### config.mk
export PLATFORM = sky130hd
export DESIGN_NAME = ex_issue_buf
export DESIGN_NICKNAME = d
export VERILOG_FILES = /design/src/rtl/ex_pkg.sv /design/src/rtl/ex_issue_slot.sv /design/src/rtl/ex_issue_buf.sv
export SDC_FILE = /design/constraint.sdc
export NUM_CORES = 1
export LEC_CHECK = 0
export ABC_AREA = 1
export BUFFER_PORTS_ARGS = -buffer_cell sky130_fd_sc_hd__clkbuf_2
export CORE_MARGIN = 1.5
export CORE_UTILIZATION = 40
export DETAILED_ROUTE_END_ITERATION = 10
export PLACE_DENSITY = 0.61
export SYNTH_ARGS = -nofsm -noshare
export SYNTH_HDL_FRONTEND = slang
export SYNTH_HIERARCHICAL = 1
export SYNTH_SLANG_ARGS = --single-unit
### constraint.sdc
create_clock -name clk -period 2.7 [get_ports clk]
set_input_delay 0.54 -clock clk [delete_from_list [all_inputs] [get_ports clk]]
set_output_delay 0.54 -clock clk [all_outputs]
set_load 0.03 [all_outputs]
### src/rtl/ex_pkg.sv
// Shared types for the EX issue stage: ALU opcode enum, issue entry, and the
// operand-forwarding helper used by the issue slots.
package ex_pkg;

   typedef enum logic [3:0] {
      ALU_ADD  = 4'b0000,
      ALU_SUB  = 4'b1000,
      ALU_SLL  = 4'b0001,
      ALU_SLT  = 4'b0010,
      ALU_SLTU = 4'b0011,
      ALU_XOR  = 4'b0100,
      ALU_SRL  = 4'b0101,
      ALU_SRA  = 4'b1101,
      ALU_OR   = 4'b0110,
      ALU_AND  = 4'b0111
   } alu_ctrl_e;

   typedef struct packed {
      logic [31:0] rs1;
      logic [31:0] rs2;
      logic [4:0]  rs1_addr;
      logic [4:0]  rs2_addr;
      logic [4:0]  rd_addr;
      alu_ctrl_e   alu_ctrl;
      logic        use_imm;
   } issue_entry_t;

   // x0 is hardwired, so a writeback to index 0 never updates an operand;
   // an immediate in rs2 is never a register and is never replaced.
   function automatic issue_entry_t fwd_apply(input issue_entry_t e,
                                              input logic         fv,
                                              input logic [4:0]   fa,
                                              input logic [31:0]  fd);
      issue_entry_t r;
      r = e;
      if (fv && (fa != 5'd0)) begin
         if (e.rs1_addr == fa)
            r.rs1 = fd;
         if (!e.use_imm && (e.rs2_addr == fa))
            r.rs2 = fd;
      end
      return r;
   endfunction

endpackage

### src/rtl/ex_issue_slot.sv
// One issue-buffer entry: valid flag plus payload register with writeback
// forwarding applied on every edge (active only when EX_ISSUE_FWD_EN is defined).
module ex_issue_slot
   import ex_pkg::*;
(
   input  logic         clk,
   input  logic         rst_n,
   input  logic         valid_next,
   input  logic         load,
   input  issue_entry_t entry_in,
   input  logic         fwd_valid,
   input  logic [4:0]   fwd_addr,
   input  logic [31:0]  fwd_data,
   output logic         valid,
   output issue_entry_t entry
);

   issue_entry_t src;
   issue_entry_t entry_next;

   assign src = load ? entry_in : entry;

`ifdef EX_ISSUE_FWD_EN
   assign entry_next = fwd_apply(src, fwd_valid, fwd_addr, fwd_data);
`else
   logic unused_fwd;
   assign unused_fwd = ^{fwd_valid, fwd_addr, fwd_data};
   assign entry_next = src;
`endif

   always_ff @(posedge clk or negedge rst_n) begin
      if (!rst_n) begin
         valid <= 1'b0;
         entry <= '0;
      end else begin
         valid <= valid_next;
         entry <= entry_next;
      end
   end

endmodule

### src/rtl/ex_issue_buf.sv
// Two-entry (main + skid) issue buffer between decode and the ALU, with a
// registered in_ready and optional operand forwarding (macro EX_ISSUE_FWD_EN).
module ex_issue_buf
   import ex_pkg::*;
(
   input  logic        clk,
   input  logic        rst_n,
   input  logic        flush,
   input  logic        in_valid,
   output logic        in_ready,
   input  logic [31:0] in_rs1_data,
   input  logic [31:0] in_rs2_data,
   input  logic [31:0] in_imm,
   input  logic        in_use_imm,
   input  logic [3:0]  in_alu_ctrl,
   input  logic [4:0]  in_rs1_addr,
   input  logic [4:0]  in_rs2_addr,
   input  logic [4:0]  in_rd_addr,
   input  logic        fwd_valid,
   input  logic [4:0]  fwd_addr,
   input  logic [31:0] fwd_data,
   output logic        out_valid,
   input  logic        out_ready,
   output logic [31:0] out_rs1,
   output logic [31:0] out_rs2,
   output logic [3:0]  out_alu_ctrl,
   output logic [4:0]  out_rd_addr
);

   issue_entry_t in_entry;
   issue_entry_t main_entry;
   issue_entry_t skid_entry;
   issue_entry_t main_src;
   logic         main_valid;
   logic         skid_valid;
   logic         main_vnext;
   logic         main_load;
   logic         skid_vnext;
   logic         skid_load;
   logic         in_ready_reg;
   logic         accept;
   logic         drain;
   logic         main_free;

   always_comb begin
      in_entry.rs1      = in_rs1_data;
      in_entry.rs2      = in_use_imm ? in_imm : in_rs2_data;
      in_entry.rs1_addr = in_rs1_addr;
      in_entry.rs2_addr = in_rs2_addr;
      in_entry.rd_addr  = in_rd_addr;
      in_entry.alu_ctrl = alu_ctrl_e'(in_alu_ctrl);
      in_entry.use_imm  = in_use_imm;
   end

   assign accept    = in_valid && in_ready_reg;
   assign drain     = main_valid && out_ready;
   assign main_free = !main_valid || drain;

   // in_ready is only high while skid is empty, so an accept never collides
   // with a skid-to-main move.
   always_comb begin
      main_vnext = main_valid;
      main_load  = 1'b0;
      main_src   = in_entry;
      skid_vnext = skid_valid;
      skid_load  = 1'b0;
      if (flush) begin
         main_vnext = 1'b0;
         skid_vnext = 1'b0;
      end else if (main_free) begin
         if (skid_valid) begin
            main_vnext = 1'b1;
            main_load  = 1'b1;
            main_src   = skid_entry;
            skid_vnext = accept;
            skid_load  = accept;
         end else begin
            main_vnext = accept;
            main_load  = accept;
         end
      end else if (accept) begin
         skid_vnext = 1'b1;
         skid_load  = 1'b1;
      end
   end

   ex_issue_slot u_main (
      .clk        (clk),
      .rst_n      (rst_n),
      .valid_next (main_vnext),
      .load       (main_load),
      .entry_in   (main_src),
      .fwd_valid  (fwd_valid),
      .fwd_addr   (fwd_addr),
      .fwd_data   (fwd_data),
      .valid      (main_valid),
      .entry      (main_entry)
   );

   ex_issue_slot u_skid (
      .clk        (clk),
      .rst_n      (rst_n),
      .valid_next (skid_vnext),
      .load       (skid_load),
      .entry_in   (in_entry),
      .fwd_valid  (fwd_valid),
      .fwd_addr   (fwd_addr),
      .fwd_data   (fwd_data),
      .valid      (skid_valid),
      .entry      (skid_entry)
   );

   // Held low through reset so upstream cannot push until the first edge after release.
   always_ff @(posedge clk or negedge rst_n) begin
      if (!rst_n)
         in_ready_reg <= 1'b0;
      else
         in_ready_reg <= !skid_vnext;
   end

   assign in_ready     = in_ready_reg;
   assign out_valid    = main_valid;
   assign out_rs1      = main_entry.rs1;
   assign out_rs2      = main_entry.rs2;
   assign out_alu_ctrl = main_entry.alu_ctrl;
   assign out_rd_addr  = main_entry.rd_addr;

   logic unused_main;
   assign unused_main = ^{main_entry.rs1_addr, main_entry.rs2_addr, main_entry.use_imm};

endmodule
# Word level (Yosys, flattened, before mapping)
# Cells that the tools add are included.
word_totals:
  register_bits: 160
  inputBits: 159
  out_inout_bits: 75
  wordCells: 36
classes:
  mux: 16
  n_reduce_logical: 6
op_table:
  columns: ["operator", "count"]
  rows:
  - ["two-way mux 84 bit", 3]
  - ["two-way mux 32 bit", 1]
  - ["two-way mux 1 bit", 12]
  - ["logical AND 1 bit", 2]
  - ["zero test 1 bit", 2]
  - ["nonzero test 2 bit", 1]
  - ["logical OR 1 bit", 1]

# Longest topological paths before layout
depth:
  ltp_word: 5
  mapped_depth: 11
  ltp_nobuf: 8

# By module
# Netlist, hierarchy kept.
by_module_without_submodules:
  columns: ["mod", "instances", "cells_per_inst", "area_each_um2", "seq_area_each_um2"]
  rows:
  - ["ex_issue_slot", 2, 356, 3179.3, 2127.0]
  - ["ex_issue_buf", 1, 405, 1729.2, 25.0]

# Least setup slack after synthesis
# Ideal clock, no wire load.
synth_timing:
  kind: "input -> register"
  start: "input port out_ready"
  end: "register u_main/entry[1] (netlist name)"
  setup_ns: 0.118
  arrival_ns: 1.703
  required_ns: 2.582
  path_slack_ns: 0.879
  path_stages: 11
  path_buffers: 4
  cell_sequence: "inv_1 nand2_2 buf_4 buf_2 nand2_1 nor2_1 inv_2 buf_2 buf_2 nand2_1 nand2_1"
synth_between:
  elab_chain_len: 4
  word_cells_on_any_way: 6
  classes_between: "mux (4); reduce/logical (2)"
synth_lines:
  columns: ["item", "line_no", "rtl"]
  rows:
  - ["start: declaration", "ex_issue_buf.sv:23", "input logic out_ready,"]
  - ["logical AND 1 bit", "ex_issue_buf.sv:56", "assign drain = main_valid && out_ready;"]
  - ["logical OR 1 bit", "ex_issue_buf.sv:57", "assign main_free = !main_valid || drain;"]
  - ["two-way mux 1 bit", "ex_issue_buf.sv:70", "end else if (main_free) begin"]
  - ["two-way mux 1 bit", "ex_issue_buf.sv:67", "if (flush) begin"]
  - ["named net main_load", "ex_issue_buf.sv:37", "logic main_load;"]
  - ["end signal: assignment", "ex_issue_slot.sv:37", "entry <= entry_next;"]
  - ["end: declaration", "ex_issue_slot.sv:15", "output issue_entry_t entry"]
# The timed path passes the listed nets, and every way through them passes these cells.
# A chain may end at the register's enable or synchronous reset.

# Final worst setup path
layout_timing:
  start: "register in_ready_reg (netlist: in_ready)"
  end: "register u_main/entry[33] (netlist name)"
layout_between:
  elab_chain_len: 4
layout_lines:
  columns: ["item", "line_no", "rtl"]
  rows:
  - ["start: declaration", "ex_issue_buf.sv:40", "logic in_ready_reg;"]
  - ["start signal: assignment", "ex_issue_buf.sv:118", "in_ready_reg <= !skid_vnext;"]
  - ["logical AND 1 bit", "ex_issue_buf.sv:55", "assign accept = in_valid && in_ready_reg;"]
  - ["two-way mux 1 bit", "ex_issue_buf.sv:71", "if (skid_valid) begin"]
  - ["two-way mux 1 bit", "ex_issue_buf.sv:70", null]
  - ["two-way mux 1 bit", "ex_issue_buf.sv:67", null]
  - ["named net main_load", "ex_issue_buf.sv:37", null]
# The timed path passes the listed nets, and every way through them passes these cells.

==> impl_metrics.yaml <==
setup_path:
  crit_path_end_kind: "flop"
  start_kind: "flop"
  critPathMaxFanout: 44
  r2r_setup_slack_ps: 1040
  path_class: "flop to flop"
  required_ps: 3000
  arrival_ps: 1960
cells_and_area:
  area_growth_pct: 23.1
  layout-drive-gt1-share: 0.206
  layout_commonest_cell: "nand2_1"
  largestRegisters: "u_main/entry (73), u_skid/entry (73)"
  layout_common_cells: "nand2_1, clkbuf_2, dfrtp_1"
  diodes: 0
  utilization: 0.507
  layout.nets: 1306
  final_area_um2: 8800
timing:
  period_minus_slack_ps: 1660
  fin_setup_tns_ps: 0
  skew_ps: 8.36
  tightestPinTransition_ps: 814
  post-route-period-util: 0.616
  finalSetupViolations: 0
  rsz0062_at_grt: "false"
  final_hold_viol_count: 0
  max_slew_margin: 0.457
  slew_viol_final: 0
  fmax_mhz: 602
placement:
  port_buffers: 185
  dpl.hpwl_mm: 11.2
  globalplace.congestion: 0.738
  place_area_um2: 8150
route:
  drt-total-wl_mm: 18.1
  drtIter0Drc: 409
  vias: 6392
  top_layer: "met4"
  drt-pass1-iter-count: 5
  via_per_inst: 4.62
  route.detailed.drc: 0
  wl_met1_mm: 8.64
  wl_met2_mm: 8.26
  wl_per_cell_um: 13.1
  wl_met3_mm: 1.04
  ant_nets: 0
die:
  die_w_um: 137
  die_y_um: 137
  io-pin-count: 234
  rows: 48
  die-area_um2: 18700
  start_util: 0.412
  core_um2: 17400
clocking:
  path_clk_slew_ps: 60
  clock-sinks: 149
  cts_tree: "yes"
  postCtsHoldBufs: 0
  insertion_delay_ps: 420
  cts-root-buf: "clkbuf_16"
  post_cts_buffers: 0
  clockBufferDepth: 2
  cts_resized: 0
  h-tree-depth: 4
  cts_buffers: 17
global_routing:
  grt_max_degree: 74
  grt_pass1_wl_mm: 29.7
  grt_pass1_vias: 5987
  gr-total-overflow: 0
  grt_usage: 0.202
  antenna_found_initial: 0
pwr:
  power.switching_uw: 2170
  pwr-share-comb: 0.206
  p_sw_frac: 0.308
  vdd_ir_drop_max_mv: 0.422
  p_seq_frac: 0.424
  leakage_uw: 0.00525
  intPower_uw: 4880
  powerDensity_nw_per_um2: 800
  clkPwrFrac: 0.370
  power_uw: 7050
yosys:
  synthCells: 996
  syn-num-nets: 1155
  yosysWarningCount: 6
  syn_area_um2: 7150
  avgSynthCellArea_um2: 7.18
hold_path:
  worstHoldPathType: "input port to asynchronous set/reset pin"
run:
  drv.max_cap_violation_count: 0
run_status:
  status: "complete, no violations"
[stage by stage]
stage	worst slack, ps	instances	hold slack (ps)
finish	1040	1385	70.9
detailed placement	763	1353	458
global placement	766	1353	453
global route	883	1385	105
CTS	1030	1385	88.8
floorplan	899	996	244
[power by group through the flow]
stage / Clock (µW) / Combinational [µW] / Sequential, µW
global route: 2770 / 1630 / 3050
finish: 2610 / 1450 / 2980
detailed placement: 0 / 1470 / 3020
floorplan: 0 / 587 / 3380
global placement: 0 / 1450 / 3000
CTS: 2670 / 1470 / 2980
[worst paths after layout]
| kind | start | to | cells past startpoint |
|---|---|---|---|
| worst max-delay path | in_ready$_DFF_PN0_ | u_main/entry[33]$_DFFE_PN0P_ | 8 |
| worst min-delay path | rst_n | u_main/entry[80]$_DFFE_PN0P_ | 1 |
| worst max register to register | in_ready$_DFF_PN0_ | u_main/entry[33]$_DFFE_PN0P_ | 8 |
| worst min register to register | u_main/entry[36]$_DFFE_PN0P_ | u_main/entry[36]$_DFFE_PN0P_ | 2 |
| max in group asynchronous | rst_n | u_skid/entry[76]$_DFFE_PN0P_ | 2 |
| min in group clk | in_rs1_data[17] | u_skid/entry[69]$_DFFE_PN0P_ | 3 |
[critical path, stage by stage, from the launching register on]
cell and delay, ps:
dfrtp_1 370, nand2_1 70, nand2_1 100, nand2_1 90
nor2_4 320, inv_2 60, buf_4 320, nand2_1 120
nand2_1 60
[area by class of cell]
cell class	count	area, µm²
Fill cell	1770	8550
Sequential cell	149	3730
Multi-Input combinational cell	769	3000
Timing Repair Buffer	202	1110
Clock buffer	23	478
Tap cell	225	282
Clock inverter	9	173
Inverter	8	30.0
[routing by layer]
| layer | vias to the layer above | track usage |
|---|---|---|
| met4 | 0 | 0.0544 |
| met2 | 171 | 0.329 |
| met3 | 11 | 0.0467 |
| met1 | 2893 | 0.271 |
| li1 | 3317 | - |
| met5 | - | 0 |
Power figures use the tool's default switching activity.
